--- config.mk ---
export PLATFORM = sky130hd
export DESIGN_NAME = fft_bfly_pipe
export DESIGN_NICKNAME = d
export VERILOG_FILES = /design/src/rtl/fft_pkg.sv /design/src/rtl/cmul_q15.sv /design/src/rtl/fft_bfly_pipe.sv
export SDC_FILE = /design/constraint.sdc
export NUM_CORES = 2
export LEC_CHECK = 0
export ABC_AREA = 0
export ABC_CLOCK_PERIOD_IN_PS = 8100
export CORE_AREA = 2 2 385 387
export CTS_CLUSTER_DIAMETER = 150
export DETAILED_ROUTE_END_ITERATION = 10
export DIE_AREA = 0 0 387 389
export GPL_TIMING_DRIVEN = 1
export SYNTH_ARGS = -nofsm -noshare
export SYNTH_HDL_FRONTEND = slang
export SYNTH_HIERARCHICAL = 1
export SYNTH_SLANG_ARGS = --single-unit
--- constraint.sdc ---
create_clock -name clk -period 8.1 [get_ports clk]
set_clock_uncertainty 0.15 [all_clocks]
set_input_delay 2.025 -clock clk [delete_from_list [all_inputs] [get_ports clk]]
set_output_delay 2.025 -clock clk [all_outputs]
set_load 0.02 [all_outputs]
--- src/rtl/fft_pkg.sv ---
// fft_pkg: shared widths, complex sample type and Q1.15 rounding/saturation helpers
package fft_pkg;
  localparam int DW = 16;
  localparam int TW_FRAC = 15;
  localparam int PW = 2*DW+1;
  localparam int TRW = PW-TW_FRAC;
  localparam int SW = DW+3;
  typedef struct packed {
    logic signed [DW-1:0] re;
    logic signed [DW-1:0] im;
  } cplx_t;
  typedef struct packed {
    logic ovf;
    logic signed [DW-1:0] val;
  } sat_t;
  function automatic sat_t sat_dw(input logic signed [SW-1:0] v);
    sat_t r;
    r.ovf = !(&v[SW-1:DW-1] || ~|v[SW-1:DW-1]);
    r.val = r.ovf ? {v[SW-1], {(DW-1){~v[SW-1]}}} : v[DW-1:0];
    return r;
  endfunction
  // round half up, then drop the twiddle fraction bits
  function automatic logic signed [TRW-1:0] round_shift(input logic signed [PW-1:0] p);
    logic signed [PW-1:0] s;
    s = p + $signed(PW'(1) << (TW_FRAC-1));
    return s[PW-1:TW_FRAC];
  endfunction
endpackage

--- src/rtl/cmul_q15.sv ---
// cmul_q15: registered Q1.15 complex product B*W, combined and rounded back to DW+2 bits
module cmul_q15
  import fft_pkg::*;
(
  input  logic                  clk,
  input  logic                  rst_n,
  input  logic                  en,
  input  cplx_t                 b,
  input  cplx_t                 w,
  output logic signed [TRW-1:0] t_re,
  output logic signed [TRW-1:0] t_im
);
  logic signed [2*DW-1:0] rr, ii, ri, ir;
  always_ff @(posedge clk or negedge rst_n)
    if (!rst_n) begin
      rr <= '0;
      ii <= '0;
      ri <= '0;
      ir <= '0;
    end else if (en) begin
      rr <= b.re * w.re;
      ii <= b.im * w.im;
      ri <= b.re * w.im;
      ir <= b.im * w.re;
    end
  assign t_re = round_shift($signed({rr[2*DW-1], rr}) - $signed({ii[2*DW-1], ii}));
  assign t_im = round_shift($signed({ri[2*DW-1], ri}) + $signed({ir[2*DW-1], ir}));
endmodule

--- src/rtl/fft_bfly_pipe.sv ---
// fft_bfly_pipe: 3-stage radix-2 DIT butterfly X = A + B*W, Y = A - B*W with
// optional halving, rounding, saturation and full valid/ready backpressure
module fft_bfly_pipe
  import fft_pkg::*;
#(
  parameter bit SCALE = 1'b1
) (
  input  logic                 clk,
  input  logic                 rst_n,
  input  logic                 in_valid,
  output logic                 in_ready,
  input  logic signed [DW-1:0] a_re,
  input  logic signed [DW-1:0] a_im,
  input  logic signed [DW-1:0] b_re,
  input  logic signed [DW-1:0] b_im,
  input  logic signed [DW-1:0] tw_re,
  input  logic signed [DW-1:0] tw_im,
  output logic                 out_valid,
  input  logic                 out_ready,
  output logic signed [DW-1:0] x_re,
  output logic signed [DW-1:0] x_im,
  output logic signed [DW-1:0] y_re,
  output logic signed [DW-1:0] y_im,
  output logic                 ovf,
  input  logic                 ovf_clr
);
  localparam logic signed [SW-1:0] ONE = 1;
  cplx_t a1, b1, w1, a2;
  logic v1, v2, v3, en1, en2, en3, sat_any;
  logic signed [TRW-1:0] t_re, t_im;
  logic signed [SW-1:0] ar, ai, tr, ti;
  sat_t sxr, sxi, syr, syi;
  assign en3 = out_ready | ~v3;
  assign en2 = en3 | ~v2;
  assign en1 = en2 | ~v1;
  assign in_ready = en1;
  assign out_valid = v3;
  always_ff @(posedge clk or negedge rst_n)
    if (!rst_n) begin
      v1 <= 1'b0;
      a1 <= '0;
      b1 <= '0;
      w1 <= '0;
    end else if (en1) begin
      v1 <= in_valid;
      a1 <= '{a_re, a_im};
      b1 <= '{b_re, b_im};
      w1 <= '{tw_re, tw_im};
    end
  cmul_q15 u_cmul (
    .clk  (clk),
    .rst_n(rst_n),
    .en   (en2),
    .b    (b1),
    .w    (w1),
    .t_re (t_re),
    .t_im (t_im)
  );
  always_ff @(posedge clk or negedge rst_n)
    if (!rst_n) begin
      v2 <= 1'b0;
      a2 <= '0;
    end else if (en2) begin
      v2 <= v1;
      a2 <= a1;
    end
  function automatic logic signed [SW-1:0] scl(input logic signed [SW-1:0] v);
    return SCALE ? (v + ONE) >>> 1 : v;
  endfunction
  assign ar = SW'(a2.re);
  assign ai = SW'(a2.im);
  assign tr = SW'(t_re);
  assign ti = SW'(t_im);
  always_comb begin
    sxr = sat_dw(scl(ar + tr));
    sxi = sat_dw(scl(ai + ti));
    syr = sat_dw(scl(ar - tr));
    syi = sat_dw(scl(ai - ti));
    sat_any = sxr.ovf | sxi.ovf | syr.ovf | syi.ovf;
  end
  // output data only reloads on a real beat so it stays put across bubbles
  always_ff @(posedge clk or negedge rst_n)
    if (!rst_n) begin
      v3 <= 1'b0;
      x_re <= '0;
      x_im <= '0;
      y_re <= '0;
      y_im <= '0;
      ovf <= 1'b0;
    end else begin
      if (en3) v3 <= v2;
      if (en3 && v2) begin
        x_re <= sxr.val;
        x_im <= sxi.val;
        y_re <= syr.val;
        y_im <= syi.val;
      end
      ovf <= (en3 && v2 && sat_any) ? 1'b1 : ovf & ~ovf_clr;
    end
endmodule
==> impl_metrics.yaml <==
status:
  outcome: "finished clean"
setup_path:
  path_class: "reg2reg"
  endpoint_kind: "flip-flop"
  start_kind: "flip-flop"
  crit_fanout: 23
  slowest_stage: "dfrtp_1"
  cpLargestDelayFamily: "adder cells"
  required_ps: 8470
  max_stage_delay_ps: 1100
  path_cells: "nand2_1, inv_1, fa_1, fa_1, fa_1, fa_1, fa_1, inv_1, fa_1, inv_1, ha_1, nand4_1, nor2_1, nand3_1, a211o_1, a21oi_1, nor2_1, a21boi_0, xnor2_1, a21oi_1"
  r2r_cells: 20
  path_buf_inv: 3
  regToRegStartpoint: "w1[18]"
  cpMostUsedCell: "fa_1"
  cp_data_arrival_time_ps: 7860
  worst-path-stages: 20
  regToRegEndpoint: "u_cmul/rr[30]"
  r2r_slack_ps: 610
route:
  antenna_left: 0
  post_drt_wl_per_cell_microns: 19.8
  vias: 42400
  drt_iter0_drc: 2757
  first_pass_iters: 5
  routed_wl_microns: 164000
  post-route-drc-count: 0
  avgViaCountPerCell: 5.13
die:
  dieArea_sq_um: 151000
  core_sq_um: 147000
  num_rows: 141
  chipWidth_microns: 387
  boundaryPins: 168
  die_h_microns: 389
  initial_utilization: 0.398
worst_hold_path:
  min_to: "a2[28]"
  min_path_cells: 2
  hp-class: "reg2reg"
  min_from: "a1[28]"
cts:
  h-tree-depth: 2
  clockBufferDepth: 3
  cts_tree: "done"
  hold_buffers: 0
  insertion_delay_ps: 680
  cts-root-buf: "clkbuf_16"
  cts_resized: 0
  post_cts_buffers: 0
  clkTransAtPathRegs_ps: 60
  clock_sinks: 324
  cts_buffers: 44
global_route:
  gr-usage-met3: 0.0351
  grt_use_met2: 0.356
  grt_overflow: 0
  grt_pass1_vias: 44800
  antenna_found_initial: 10
  grt_use_met1: 0.311
  grt_pass1_wl_microns: 261000
  track_usage: 0.222
  top_usage_layer: "met2"
  grt_max_degree: 121
synth:
  synth.most_common_cell: "inv_1"
  syn-cell-area_sq_um: 58300
  avgSynthCellArea_sq_um: 9.42
  async_flop_share: 1.00
  synth_warnings: 6
  yosysTopAreaCellShare: 0.361
  ys.flop_type: "dfrtp_1"
  synth_cell_types: 85
  synth_top_area_cell: "fa_1"
  synth-seq-cells: 324
  postSynthCellCount: 6192
  synth_edf_count: 0
  netlist_top_cells_count: "inv_1 (1255), fa_1 (1052), nand2_1 (693)"
  synthTopCellsByArea: "fa_1 (36%), dfrtp_1 (14%), ha_1 (12%), inv_1 (8.1%), and2_1 (5.4%)"
  syn-num-nets: 7897
  seq_area_frac_synth: 0.139
sta:
  layout_setup_ws_ps: 608
  hold_violations: 0
  timing.hold.ws_ps: 315
  maxSlewViolCount: 0
  fin_setup_tns_ps: 0
  finalSetupViolations: 0
  tightest_slew_ps: 1160
  period_needed_ps: 7490
  fmax_ghz: 0.133
  relSlewSlack: 0.228
  fin_crit_sh: 0.925
  rsz0062_at_grt: "false"
place:
  portBuffers: 167
  place_congestion: 0.901
  dp_hpwl_microns: 132000
  place_ws_ps: 667
flow_run:
  drv_cap: 0
layout:
  area_growth_pct: 9.98
  layout-drive-gt1-share: 0.0664
  final_nets: 7992
## sequential cells by signal, summed over array words and instances (netlist names), 32 cells and up
register	cells
u_cmul/rr	32
b1	32
a2	32
w1	32
u_cmul/ii	32
u_cmul/ir	32
a1	32
u_cmul/ri	32
## worst register-to-register path: cells and delay by family (launching register included)
family          cells  cell delay [ps]
compound gates      4              890
xor+xnor            1              160
fa+ha+maj           7             3950
buf+inv             3              220
flops               1             1100
simple gates        5              870
## cell families (layout without fill, tap and decap cells)
logic type               after synthesis  after routing  synth area share
adder cells (fa/ha/maj)             1604           1604             0.480
other                                  0              1                 0
AO/OA/AOI/OAI                        729            729            0.0817
multiplexers                         177            177            0.0340
XOR/XNOR                             218            218            0.0327
flip-flops                           324            324             0.139
AND/OR/NAND/NOR                     1631           1631             0.136
buffers and inverters               1509           1639            0.0972
## layout by cell type, fill, tap and decap left out, drive strengths merged, types with 53 or more instances in the layout
| master | n |
|---|---|
| a21o | 82 |
| a21oi | 216 |
| and2 | 503 |
| buf | 136 |
| clkbuf | 53 |
| clkdlybuf4s50 | 166 |
| dfrtp | 324 |
| fa | 1052 |
| ha | 552 |
| inv | 1262 |
| mux2 | 170 |
| nand2 | 693 |
| nor2 | 207 |
| o21ai | 156 |
| xnor2 | 165 |
| xor2 | 53 |
## layer usage
metal,routed length (microns),share of wire
met2,75000,0.46
met4,4750,0.029
met1,73600,0.45
met5,69,0.00042
met3,10100,0.062
## worst max-delay path by stage
stage          startpoint             to  slack (ps)
2_1_floorplan      b1[31]  u_cmul/ri[29]        1500
3_3_place_gp       w1[17]  u_cmul/rr[30]         810
3_5_place_dp       w1[18]  u_cmul/rr[30]         670
4_1_cts            w1[18]  u_cmul/rr[30]         640
5_1_grt            w1[18]  u_cmul/rr[30]         260
6_report           w1[18]  u_cmul/rr[30]         610
## through the flow
step	util	instance area [sq um]	std cells
3_3_place_gp	0.427	62600	8171
3_5_place_dp	0.427	62600	8171
2_1_floorplan	-	58300	6192
4_1_cts	0.437	64100	8252
5_1_grt	0.437	64100	8252
6_report	0.437	64100	8253
## final cells by class
type / count / area (sq um)
well taps: 1930 / 2410
flip-flops and latches: 324 / 8110
diodes: 1 / 2.50
multi-input cells: 4359 / 44500
clock inverters: 28 / 398
fillers: 14200 / 82500
repair buffers: 302 / 2780
inverters: 1256 / 4710
clock buffers: 53 / 1160
Power is left out: the tool's default activity adds up to more than one toggle a clock period on the data nets, which glitch-free logic cannot reach.
